[src/rtl/decode_stage.sv]
// RV32I (+ optional RV32M) instruction-decode stage with a one-entry output
// register, valid/ready handshake, flush and a saturating counter of
// accepted illegal instructions.
module decode_stage #(
  parameter int XLEN      = 32,
  parameter bit SUPPORT_M = 1'b0,
  parameter int CNT_W     = 8
) (
  input  logic             clk,
  input  logic             rst_n,
  input  logic             flush,
  input  logic             in_valid,
  output logic             in_ready,
  input  logic [31:0]      in_instr,
  input  logic [XLEN-1:0]  in_pc,
  output logic             out_valid,
  input  logic             out_ready,
  output logic [XLEN-1:0]  out_pc,
  output logic [4:0]       out_rs1,
  output logic [4:0]       out_rs2,
  output logic [4:0]       out_rd,
  output logic [31:0]      out_instr,
  output logic [2:0]       out_imm_sel,
  output logic [2:0]       out_B_J,
  output logic [4:0]       out_alu_op,
  output logic [1:0]       out_data_size,
  output logic             out_extension_type,
  output logic [1:0]       out_wb_src,
  output logic             out_alu_src,
  output logic             out_op1_src,
  output logic             out_memwrite_en,
  output logic             out_regwrite_en,
  output logic             out_illegal,
  output logic [CNT_W-1:0] illegal_cnt
);

  // Major opcodes
  localparam logic [6:0] OPC_LUI    = 7'b0110111;
  localparam logic [6:0] OPC_AUIPC  = 7'b0010111;
  localparam logic [6:0] OPC_JAL    = 7'b1101111;
  localparam logic [6:0] OPC_JALR   = 7'b1100111;
  localparam logic [6:0] OPC_BRANCH = 7'b1100011;
  localparam logic [6:0] OPC_LOAD   = 7'b0000011;
  localparam logic [6:0] OPC_STORE  = 7'b0100011;
  localparam logic [6:0] OPC_OPIMM  = 7'b0010011;
  localparam logic [6:0] OPC_OP     = 7'b0110011;

  // Immediate formats
  localparam logic [2:0] IMM_U  = 3'b000;
  localparam logic [2:0] IMM_J  = 3'b001;
  localparam logic [2:0] IMM_S  = 3'b010;
  localparam logic [2:0] IMM_B  = 3'b011;
  localparam logic [2:0] IMM_I  = 3'b100;
  localparam logic [2:0] IMM_SH = 3'b101;
  localparam logic [2:0] IMM_IU = 3'b110;

  // Branch / jump kinds
  localparam logic [2:0] BJ_NONE = 3'b000;
  localparam logic [2:0] BJ_BEQ  = 3'b001;
  localparam logic [2:0] BJ_BNE  = 3'b010;
  localparam logic [2:0] BJ_BLT  = 3'b011;
  localparam logic [2:0] BJ_BGE  = 3'b100;
  localparam logic [2:0] BJ_BLTU = 3'b101;
  localparam logic [2:0] BJ_BGEU = 3'b110;
  localparam logic [2:0] BJ_JUMP = 3'b111;

  // ALU operations
  localparam logic [4:0] ALU_ADD  = 5'b00000;
  localparam logic [4:0] ALU_SUB  = 5'b00001;
  localparam logic [4:0] ALU_AND  = 5'b00010;
  localparam logic [4:0] ALU_OR   = 5'b00011;
  localparam logic [4:0] ALU_XOR  = 5'b00100;
  localparam logic [4:0] ALU_SLL  = 5'b00101;
  localparam logic [4:0] ALU_SRL  = 5'b00110;
  localparam logic [4:0] ALU_SRA  = 5'b00111;
  localparam logic [4:0] ALU_SLT  = 5'b01000;
  localparam logic [4:0] ALU_SLTU = 5'b01001;

  localparam logic [1:0] SIZE_NONE = 2'b11;

  localparam logic [1:0] WB_ALU = 2'b00;
  localparam logic [1:0] WB_MEM = 2'b01;
  localparam logic [1:0] WB_IMM = 2'b10;
  localparam logic [1:0] WB_PC4 = 2'b11;

  localparam logic [6:0] F7_BASE = 7'b0000000;
  localparam logic [6:0] F7_ALT  = 7'b0100000;
  localparam logic [6:0] F7_MUL  = 7'b0000001;

  typedef struct packed {
    logic [2:0] imm_sel;
    logic [2:0] b_j;
    logic [4:0] alu_op;
    logic [1:0] data_size;
    logic       ext;
    logic [1:0] wb_src;
    logic       alu_src;
    logic       op1_src;
    logic       memwrite;
    logic       regwrite;
    logic       illegal;
  } ctrl_t;

  // Inert bundle: no writes, no branch, no memory access.
  function automatic ctrl_t ctrl_idle();
    ctrl_t c;
    c           = '0;
    c.data_size = SIZE_NONE;
    return c;
  endfunction

  // Counter increment that sticks at all-ones.
  function automatic logic [CNT_W-1:0] sat_inc(input logic [CNT_W-1:0] v);
    if (&v) return v;
    return v + {{(CNT_W-1){1'b0}}, 1'b1};
  endfunction

  logic [6:0] opcode;
  logic [2:0] funct3;
  logic [6:0] funct7;
  ctrl_t      ctrl_d;
  logic       bad;
  logic       accept;

  logic             vld_p1;
  ctrl_t            ctrl_p1;
  logic [XLEN-1:0]  pc_p1;
  logic [31:0]      instr_p1;
  logic [CNT_W-1:0] cnt_p1;

  assign opcode = in_instr[6:0];
  assign funct3 = in_instr[14:12];
  assign funct7 = in_instr[31:25];

  assign in_ready = !vld_p1 || out_ready;
  assign accept   = in_valid && in_ready;

  // Combinational decode of the incoming instruction into a control bundle.
  always_comb begin
    ctrl_d = ctrl_idle();
    bad    = 1'b0;
    case (opcode)
      OPC_LUI: begin
        ctrl_d.imm_sel  = IMM_U;
        ctrl_d.wb_src   = WB_IMM;
        ctrl_d.regwrite = 1'b1;
      end
      OPC_AUIPC: begin
        ctrl_d.imm_sel  = IMM_U;
        ctrl_d.op1_src  = 1'b1;
        ctrl_d.alu_src  = 1'b1;
        ctrl_d.alu_op   = ALU_ADD;
        ctrl_d.wb_src   = WB_ALU;
        ctrl_d.regwrite = 1'b1;
      end
      OPC_JAL: begin
        ctrl_d.imm_sel  = IMM_J;
        ctrl_d.op1_src  = 1'b1;
        ctrl_d.alu_src  = 1'b1;
        ctrl_d.alu_op   = ALU_ADD;
        ctrl_d.b_j      = BJ_JUMP;
        ctrl_d.wb_src   = WB_PC4;
        ctrl_d.regwrite = 1'b1;
      end
      OPC_JALR: begin
        ctrl_d.imm_sel  = IMM_I;
        ctrl_d.alu_src  = 1'b1;
        ctrl_d.alu_op   = ALU_ADD;
        ctrl_d.b_j      = BJ_JUMP;
        ctrl_d.wb_src   = WB_PC4;
        ctrl_d.regwrite = 1'b1;
        bad             = (funct3 != 3'b000);
      end
      OPC_BRANCH: begin
        ctrl_d.imm_sel = IMM_B;
        ctrl_d.op1_src = 1'b1;
        ctrl_d.alu_src = 1'b1;
        ctrl_d.alu_op  = ALU_ADD;
        case (funct3)
          3'b000:  ctrl_d.b_j = BJ_BEQ;
          3'b001:  ctrl_d.b_j = BJ_BNE;
          3'b100:  ctrl_d.b_j = BJ_BLT;
          3'b101:  ctrl_d.b_j = BJ_BGE;
          3'b110:  ctrl_d.b_j = BJ_BLTU;
          3'b111:  ctrl_d.b_j = BJ_BGEU;
          default: bad = 1'b1;
        endcase
      end
      OPC_LOAD: begin
        // funct3[1:0] is the access size, funct3[2] selects zero-extension.
        ctrl_d.imm_sel   = IMM_I;
        ctrl_d.alu_src   = 1'b1;
        ctrl_d.alu_op    = ALU_ADD;
        ctrl_d.data_size = funct3[1:0];
        ctrl_d.ext       = funct3[2];
        ctrl_d.wb_src    = WB_MEM;
        ctrl_d.regwrite  = 1'b1;
        bad = (funct3 == 3'b011) || (funct3 == 3'b110) || (funct3 == 3'b111);
      end
      OPC_STORE: begin
        ctrl_d.imm_sel   = IMM_S;
        ctrl_d.alu_src   = 1'b1;
        ctrl_d.alu_op    = ALU_ADD;
        ctrl_d.data_size = funct3[1:0];
        ctrl_d.memwrite  = 1'b1;
        bad              = (funct3 >= 3'b011);
      end
      OPC_OPIMM: begin
        ctrl_d.imm_sel  = IMM_I;
        ctrl_d.alu_src  = 1'b1;
        ctrl_d.wb_src   = WB_ALU;
        ctrl_d.regwrite = 1'b1;
        case (funct3)
          3'b000: ctrl_d.alu_op = ALU_ADD;
          3'b010: ctrl_d.alu_op = ALU_SLT;
          3'b011: begin
            ctrl_d.alu_op  = ALU_SLTU;
            ctrl_d.imm_sel = IMM_IU;
          end
          3'b100: ctrl_d.alu_op = ALU_XOR;
          3'b110: ctrl_d.alu_op = ALU_OR;
          3'b111: ctrl_d.alu_op = ALU_AND;
          3'b001: begin
            ctrl_d.alu_op  = ALU_SLL;
            ctrl_d.imm_sel = IMM_SH;
            bad            = (funct7 != F7_BASE);
          end
          default: begin
            ctrl_d.imm_sel = IMM_SH;
            if (funct7 == F7_BASE)     ctrl_d.alu_op = ALU_SRL;
            else if (funct7 == F7_ALT) ctrl_d.alu_op = ALU_SRA;
            else                       bad = 1'b1;
          end
        endcase
      end
      OPC_OP: begin
        ctrl_d.wb_src   = WB_ALU;
        ctrl_d.regwrite = 1'b1;
        if (funct7 == F7_BASE) begin
          case (funct3)
            3'b000:  ctrl_d.alu_op = ALU_ADD;
            3'b001:  ctrl_d.alu_op = ALU_SLL;
            3'b010:  ctrl_d.alu_op = ALU_SLT;
            3'b011:  ctrl_d.alu_op = ALU_SLTU;
            3'b100:  ctrl_d.alu_op = ALU_XOR;
            3'b101:  ctrl_d.alu_op = ALU_SRL;
            3'b110:  ctrl_d.alu_op = ALU_OR;
            default: ctrl_d.alu_op = ALU_AND;
          endcase
        end else if (funct7 == F7_ALT) begin
          // Only SUB and SRA exist in the alternate encoding.
          if (funct3 == 3'b000)      ctrl_d.alu_op = ALU_SUB;
          else if (funct3 == 3'b101) ctrl_d.alu_op = ALU_SRA;
          else                       bad = 1'b1;
        end else if (funct7 == F7_MUL && SUPPORT_M) begin
          ctrl_d.alu_op = {2'b10, funct3};
        end else begin
          bad = 1'b1;
        end
      end
      default: bad = 1'b1;
    endcase
    if (bad) begin
      ctrl_d         = ctrl_idle();
      ctrl_d.illegal = 1'b1;
    end
  end

  // Output register: flush beats accept, accept beats drain, else hold.
  always_ff @(posedge clk or negedge rst_n) begin
    if (!rst_n) begin
      vld_p1   <= 1'b0;
      ctrl_p1  <= ctrl_idle();
      pc_p1    <= '0;
      instr_p1 <= '0;
      cnt_p1   <= '0;
    end else if (flush) begin
      vld_p1 <= 1'b0;
    end else if (accept) begin
      vld_p1   <= 1'b1;
      ctrl_p1  <= ctrl_d;
      pc_p1    <= in_pc;
      instr_p1 <= in_instr;
      if (ctrl_d.illegal) cnt_p1 <= sat_inc(cnt_p1);
    end else if (in_ready) begin
      vld_p1 <= 1'b0;
    end
  end

  assign out_valid          = vld_p1;
  assign out_pc             = pc_p1;
  assign out_instr          = instr_p1;
  assign out_rs1            = instr_p1[19:15];
  assign out_rs2            = instr_p1[24:20];
  assign out_rd             = instr_p1[11:7];
  assign out_imm_sel        = ctrl_p1.imm_sel;
  assign out_B_J            = ctrl_p1.b_j;
  assign out_alu_op         = ctrl_p1.alu_op;
  assign out_data_size      = ctrl_p1.data_size;
  assign out_extension_type = ctrl_p1.ext;
  assign out_wb_src         = ctrl_p1.wb_src;
  assign out_alu_src        = ctrl_p1.alu_src;
  assign out_op1_src        = ctrl_p1.op1_src;
  assign out_memwrite_en    = ctrl_p1.memwrite;
  assign out_regwrite_en    = ctrl_p1.regwrite;
  assign out_illegal        = ctrl_p1.illegal;
  assign illegal_cnt        = cnt_p1;

endmodule

[config.mk]
export PLATFORM = sky130hd
export DESIGN_NAME = decode_stage
export DESIGN_NICKNAME = d
export VERILOG_FILES = /design/src/rtl/decode_stage.sv
export SDC_FILE = /design/constraint.sdc
export NUM_CORES = 1
export LEC_CHECK = 0
export ABC_AREA = 1
export CORE_UTILIZATION = 44
export CTS_CLUSTER_DIAMETER = 60
export DETAILED_ROUTE_END_ITERATION = 8
export GPL_TIMING_DRIVEN = 0
export HOLD_SLACK_MARGIN = 0.02
export PLACE_DENSITY_LB_ADDON = 0.12
export SYNTH_ARGS = -nofsm -noshare
export SYNTH_HDL_FRONTEND = slang
export SYNTH_SLANG_ARGS = --single-unit
[constraint.sdc]
create_clock -name clk -period 2.1 [get_ports clk]
set_clock_uncertainty 0.1 [all_clocks]
set_input_delay 0.525 -clock clk [delete_from_list [all_inputs] [get_ports clk]]
set_output_delay 0.525 -clock clk [all_outputs]
set_load 0.03 [all_outputs]
==> impl_metrics.tcl, run 1 <==
set metrics [dict create \
    die_w_um 103 \
    syn_inst 558 \
    vdd_ir_drop_max_mv 0.553 \
    synth_top_family_by_area "simple AND/OR/NAND/NOR gates" \
    syn_avg_cell_area_um2 8.01 \
    grt_remaining_overflow 0 \
    crit_required_ps 1470 \
    wl_per_cell_um 13.7 \
    rsz0062_at_grt "no" \
    cp_cell_sequence "clkdlybuf4s50_1" \
    fin_nets 817 \
    critPathBufInv 1 \
    max_stage_delay_ps 700 \
    drive_gt1_share_pct 13.4 \
    dr.pass1.iters 5 \
    nFillCells 861 \
    fin_tns_setup_ps 0 \
    start_util_pct 45.5 \
    dieArea_um2 10600 \
    cts.clk_slew.worst_paths_ps 90 \
    fin_crit_sh_pct 97.7 \
    die_h_um 103 \
    ys_warn_count 0 \
    synthMuxAreaShare_pct 0 \
    cts_buffer_depth 2 \
    grtUsageTotal_pct 23.6 \
    cts_buffers 9 \
    post-route-util_pct 68.4 \
    grt_pass1_vias 3947 \
    drtIter0Drc 194 \
    fin_crit_ps 2050 \
    path_max_fanout 2 \
    yosys.area_share.xor_xnor_pct 1.18 \
    cp-end-kind "output port" \
    core_area_um2 9820 \
    hold_violations 0 \
    finalHoldWorstSlack_ps 374 \
    post-route-drc-count 0 \
    num_io_pins 179 \
    crit_arrival_ps 1430 \
    synthSimpleGateAreaFrac_pct 32.3 \
    drv_slew 0 \
    powerDensity_nw_per_um2 741 \
    crit_slowest_cell "clkdlybuf4s50_1" \
    dpl.hpwl_mm 9.08 \
    worst-setup-path-type "flop to output port" \
    power.leakage_uw 0.00360 \
    routed_wl_mm 12.1 \
    total_power_uw 4980 \
    synthAdderAreaFrac_pct 0.280 \
    startpoint_type "flop" \
    setup_viol 0 \
    cts_tree "done" \
    num_rows 36 \
    syn_to_final_growth_pct 50.3 \
    ys_ff_latch 93 \
    synth_compound_area_share_pct 5.74 \
    syn_area_um2 4470 \
    ys_types 35 \
    via_per_inst 4.77 \
    cts.sinks 93 \
    clk_latency_ps 370 \
    grt_max_degree 67 \
    antenna_found_initial 0 \
    ys_seq_area_share_pct 52.1 \
    vias 4216 \
    gp_congestion 0.898 \
    ctsRootBufferMaster "clkbuf_8" \
    diodes 0 \
    h-tree-depth 3 \
    crit_family "buffers and inverters" \
    max_freq_mhz 487 \
    ant_nets 0 \
    portBuffers 174 \
    syn_nets 628 \
    status "complete, no violations" \
    hold_class "flop to flop" \
    max-cap-violations 0 \
    grt_pass1_wl_mm 18.9 \
]
## stage by stage
stage / cell area (µm²) / worst slack (ps) / cells
global route: 6720 / 1.01 / 884
CTS: 6570 / -29.9 / 882
detailed placement: 6400 / -589 / 866
finish: 6720 / 48.2 / 884
floorplan: 4470 / 328 / 558
global placement: 6380 / -3030 / 865
## final cells by class
| class | count | area, µm² | area share, % |
|---|---|---|---|
| sequential | 93 | 2330 | 34.7 |
| clock buffer | 11 | 151 | 2.25 |
| clock inverter | 4 | 23.8 | 0.354 |
| buffer | 39 | 244 | 3.63 |
| multi-input combinational | 392 | 1860 | 27.7 |
| tap | 133 | 166 | 2.48 |
| inverter | 34 | 130 | 1.94 |
| timing repair buffer | 178 | 1810 | 27.0 |
## final timing paths
| path | depth (start not counted) | from | slack [ps] | endpoint |
|---|---|---|---|---|
| max in group asynchronous | 3 | rst_n | 690 | out_data_size[0] |
| min | 2 | out_pc[24] | 370 | out_pc[24] |
| min in group asynchronous | 2 | rst_n | 540 | out_instr[26] |
| min reg2reg | 2 | out_pc[24] | 370 | out_pc[24] |
| max reg2reg | 7 | out_valid | 310 | out_pc[18] |
| max | 1 | out_B_J[1] | 50 | out_B_J[1] |
## routing by layer
metal	vias up	share of wire (%)	track usage [%]
met1	1987	43	30.9
met2	123	50	38.3
met5	-	0	0
li1	2089	-	-
met3	17	6.4	5.76
met4	0	1.5	8.23
## Yosys cell counts
master,instances,area share [%]
nand4_1,1,0.14
xnor2_1,1,0.20
nand3_1,27,3.0
a21oi_2,2,0.39
buf_6,3,0.76
inv_4,1,0.14
clkbuf_1,15,1.3
buf_2,4,0.45
xor2_1,5,0.98
o21ai_0,30,3.4
nor2_2,6,0.84
dfrtp_1,91,51
nand3_2,4,0.90
nand3b_1,1,0.17
buf_4,17,2.9
nor3_1,4,0.45
a21oi_1,6,0.67
dfstp_2,2,1.2
nor2_8,1,0.45
o21ai_1,1,0.11
inv_2,8,0.67
o21bai_2,1,0.25
nor2_1,22,1.8
nor2_4,4,1.0
nand2_2,7,0.98
nand2_1,260,22
ha_1,1,0.28
o211ai_1,1,0.17
nand4_4,1,0.48
conb_1,1,0.084
o21ai_2,2,0.39
o32ai_1,1,0.20
o2111ai_1,1,0.20
nor3_2,1,0.22
inv_1,25,2.1
## sequential cells by signal, summed over array words and instances, names as in the netlist
signal,cells
out_extension_type,1
out_alu_op,4
out_memwrite_en,1
out_instr,32
out_valid,1
out_regwrite_en,1
illegal_cnt,8
out_alu_src,1
out_op1_src,1
out_imm_sel,3
out_pc,32
out_data_size,2
out_illegal,1
out_wb_src,2
out_B_J,3
## report_power, final
part | switching, µW | internal [µW] | leakage [µW] | total, µW
sequential | 151 | 2010 | 0.00118 | 2160
combinational | 1010 | 704 | 0.00232 | 1710
clock | 618 | 485 | 0.0000949 | 1100
## cells by family (layout without fill, tap and decap cells)
logic type	Yosys count	in the layout
adders and majority gates	1	1
and+or+nand+nor	339	339
AOI/OAI and AO/OA	45	45
buffers and inverters	73	266
xor gates and xnor gates	6	6
DFF	93	93
other	1	1
## what timing repair did
item / in CTS / in global routing
endpoints found under the setup margin: 92 / 101
setup buffers: 0 / 2
hold buffers: 1 / 0
hold endpoints to repair: 27 / 0
pin swaps: 0 / 4
gates cloned: 0 / 0
resized for setup: 30 / 51
## cell usage in the layout (no fill, tap or decap), types with 10 or more instances in the layout
cell             instances
clkbuf_1                10
dlygate4sd2_1           23
nor2_1                  16
clkbuf_8                11
inv_1                   24
dlymetal6s2s_1          22
clkdlybuf4s50_1        127
o21ai_0                 30
dfrtp_1                 91
nand3_1                 27
nand2_1                256
buf_4                   20
Power figures use the tool's default switching activity.
==> inputs of run 2 (changes only) <==
--- a/config.mk
+++ b/config.mk
@@ -5,8 +5,7 @@
 export SDC_FILE = /design/constraint.sdc
 export NUM_CORES = 1
 export LEC_CHECK = 0
-export ABC_AREA = 1
-export CORE_UTILIZATION = 44
+export CORE_UTILIZATION = 43
 export CTS_CLUSTER_DIAMETER = 60
 export DETAILED_ROUTE_END_ITERATION = 8
 export GPL_TIMING_DRIVEN = 0
==> run 2 against run 1 <==
  * Synthesized cell count decreased by 13%
  * Non-clock buffer count increased by 22
  * Clock power grew 11%
  * Hold slack worse by 120 ps
  * Global-route usage grew 1.5 points
  * Setup slack worse by 24 ps
  * Final cell count down 6.2%
  * Critical path depth grew 6
==> impl_metrics.tcl, run 2 <==
set metrics [dict create \
    status "complete, no violations" \
    reg2reg_slack_ps 220 \
    die_h_um 102 \
    fin_area_um2 6780 \
    min_to "out_instr[27]" \
    crit_required_ps 2280 \
    r2r-start "out_valid" \
    clk_latency_ps 370 \
    routed_wl_mm 12.6 \
    core_area_um2 9420 \
    slew_headroom_pct 61.6 \
    grt_remaining_overflow 0 \
    syn_avg_cell_area_um2 8.75 \
    reg2reg_depth 6 \
    h-tree-depth 3 \
    cts_buffers 9 \
    total_power_uw 5330 \
    powerDensity_nw_per_um2 786 \
    synth_compound_area_share_pct 8.06 \
    cts_tree "done" \
    fin_crit_sh_pct 98.8 \
    syn_nets 558 \
    hold_violations 0 \
    hold_path_depth 3 \
    seqCellArea_um2 2330 \
    finalHoldWorstSlack_ps 259 \
    antenna_found_initial 0 \
    ys_seq_area_share_pct 54.6 \
    cts_buffer_depth 2 \
    synth_top_cell_by_area "dfrtp_1" \
    synthFlopType "dfrtp_1" \
    ys_warn_count 0 \
    fin_nets 765 \
    grt_max_degree 71 \
    grtUsageTotal_pct 25.1 \
    grt_pass1_wl_mm 19.8 \
    syn_area_um2 4270 \
    ctsRootBufferMaster "clkbuf_8" \
    synthDominantCellAreaShare_pct 53.4 \
    synthAdderAreaFrac_pct 0.293 \
    syn_to_final_growth_pct 58.8 \
    fin_tns_setup_ps 0 \
    die_w_um 102 \
    worst-setup-path-type "primary input to flop" \
    hold_class "primary input to flop" \
    grt_pass1_vias 3983 \
    reg2reg_to "out_alu_op[0]" \
    synth_edf_count 0 \
    place_area_um2 6220 \
    gp_congestion 0.914 \
    syn_inst 488 \
    layout.cells.most_common "nand2_1" \
    synth-async-reset-ratio_pct 100 \
    ys_ff_latch 93 \
    power.leakage_uw 0.00334 \
    portBuffers 176 \
    drtIter0Drc 172 \
    start_util_pct 45.3 \
    path_max_fanout 10 \
    drv_slew 0 \
    wl_per_cell_um 15.2 \
    ys_types 50 \
    hold_path.startpoint "in_instr[27]" \
    startpoint_type "primary input" \
    drive_gt1_share_pct 16.0 \
    yosysMostFrequentCell "nand2_1" \
    cts.sinks 93 \
    yosys.area_share.xor_xnor_pct 1.03 \
    rsz0062_at_grt "yes" \
    nFillCells 763 \
    synthTopCellsByCount "nand2_1 (215), dfrtp_1 (91), buf_4 (19), nor2_1 (19), o21ai_0 (19)" \
    synth_top_family_by_area "simple AND/OR/NAND/NOR gates" \
    dr.pass1.iters 4 \
    synthSimpleGateAreaFrac_pct 28.8 \
    ant_nets 0 \
    diodes 0 \
    worstMarginPinSlew_ps 576 \
    netlist_top_cells_area "dfrtp_1 (53%), nand2_1 (19%), buf_4 (3.3%)" \
    fin_crit_ps 2080 \
    via_per_inst 4.93 \
    num_rows 35 \
    multiInputGateArea_um2 1800 \
    dpl.hpwl_mm 9.02 \
    setup_viol 0 \
    vdd_ir_drop_max_mv 0.793 \
    cts.clk_slew.worst_paths_ps 90 \
    post-route-drc-count 0 \
    max_freq_mhz 482 \
    crit_arrival_ps 2250 \
    num_io_pins 179 \
    synthMuxAreaShare_pct 0.792 \
    final_cell_mix "nand2_1 (215), clkdlybuf4s50_1 (127), dfrtp_1 (91), buf_4 (33), dlygate4sd2_1 (29)" \
    cp-end-kind "flop" \
    dieArea_um2 10300 \
    max-cap-violations 0 \
    vias 4087 \
]
==> run 2: what timing repair did <==
action	CTS	global route
setup endpoints to repair	112	72
endpoints found under the hold margin	23	0
buffers inserted	15	1
cloned	0	2
pin swaps	10	11
resized for setup	83	47
hold buffers	1	0
==> run 2: area by class of cell <==
| class | instances | share of cell area, % |
|---|---|---|
| Tap cell | 129 | 2.38 |
| Sequential cell | 93 | 34.4 |
| Multi-Input combinational cell | 347 | 26.6 |
| Buffer | 43 | 4.62 |
| Clock inverter | 7 | 1.09 |
| Timing Repair Buffer | 196 | 28.8 |
| Inverter | 5 | 0.332 |
| Clock buffer | 9 | 1.83 |
==> run 2: cells by family after synthesis <==
kind of cell | count (synthesis)
flops | 93
buf+inv | 48
fa+ha+maj | 1
simple gates | 284
xor+xnor | 5
compound gates | 53
other cells | 1
mux | 3
==> run 2: stage by stage <==
step	std cells	setup WS, ps	util, %
4_1_cts	826	1.11	70.5
3_5_place_dp	794	-802	66.0
3_3_place_gp	793	-2980	65.8
5_1_grt	829	-46.1	72.0
2_1_floorplan	488	69.9	-
6_report	829	24.5	72.0
==> run 2: layer usage <==
metal / GRT usage (%) / part of all wire [%] / vias up
li1: - / - / 1992
met1: 32.0 / 42 / 1925
met2: 42.6 / 49 / 154
met3: 5.11 / 7.5 / 16
met4: 8.58 / 1.5 / 0
met5: 0 / 0 / -
==> run 2: worst max-delay path, stage by stage <==
cell	delay [ps]
clkdlybuf4s50_1	410
nor2b_2	200
inv_1	80
nand3b_1	250
buf_1	500
nand2_1	200
o31ai_4	90
==> run 2: how the worst max path moves through the flow <==
stage,startpoint,to,slack (ps),cells past startpoint
6_report,out_ready,out_alu_op[0],20,7
5_1_grt,out_ready,out_instr[1],-50,8
4_1_cts,in_instr[25],out_wb_src[0],1,9
3_5_place_dp,in_valid,out_instr[18],-800,6
3_3_place_gp,rst_n,out_pc[15],-2980,1
2_1_floorplan,in_instr[12],out_alu_op[2],70,7
==> run 2: power by group <==
part | switching, µW | internal (µW)
clock network | 669 | 555
registers | 183 | 2030
logic | 1100 | 792
==> inputs of run 3 (changes only) <==
--- a/config.mk
+++ b/config.mk
@@ -5,6 +5,7 @@
 export SDC_FILE = /design/constraint.sdc
 export NUM_CORES = 1
 export LEC_CHECK = 0
+export ABC_CLOCK_PERIOD_IN_PS = 2100
 export CORE_UTILIZATION = 43
 export CTS_CLUSTER_DIAMETER = 60
 export DETAILED_ROUTE_END_ITERATION = 8
==> results of run 3 <==
Final layout, timing and power as in run 2 (identical DEF).
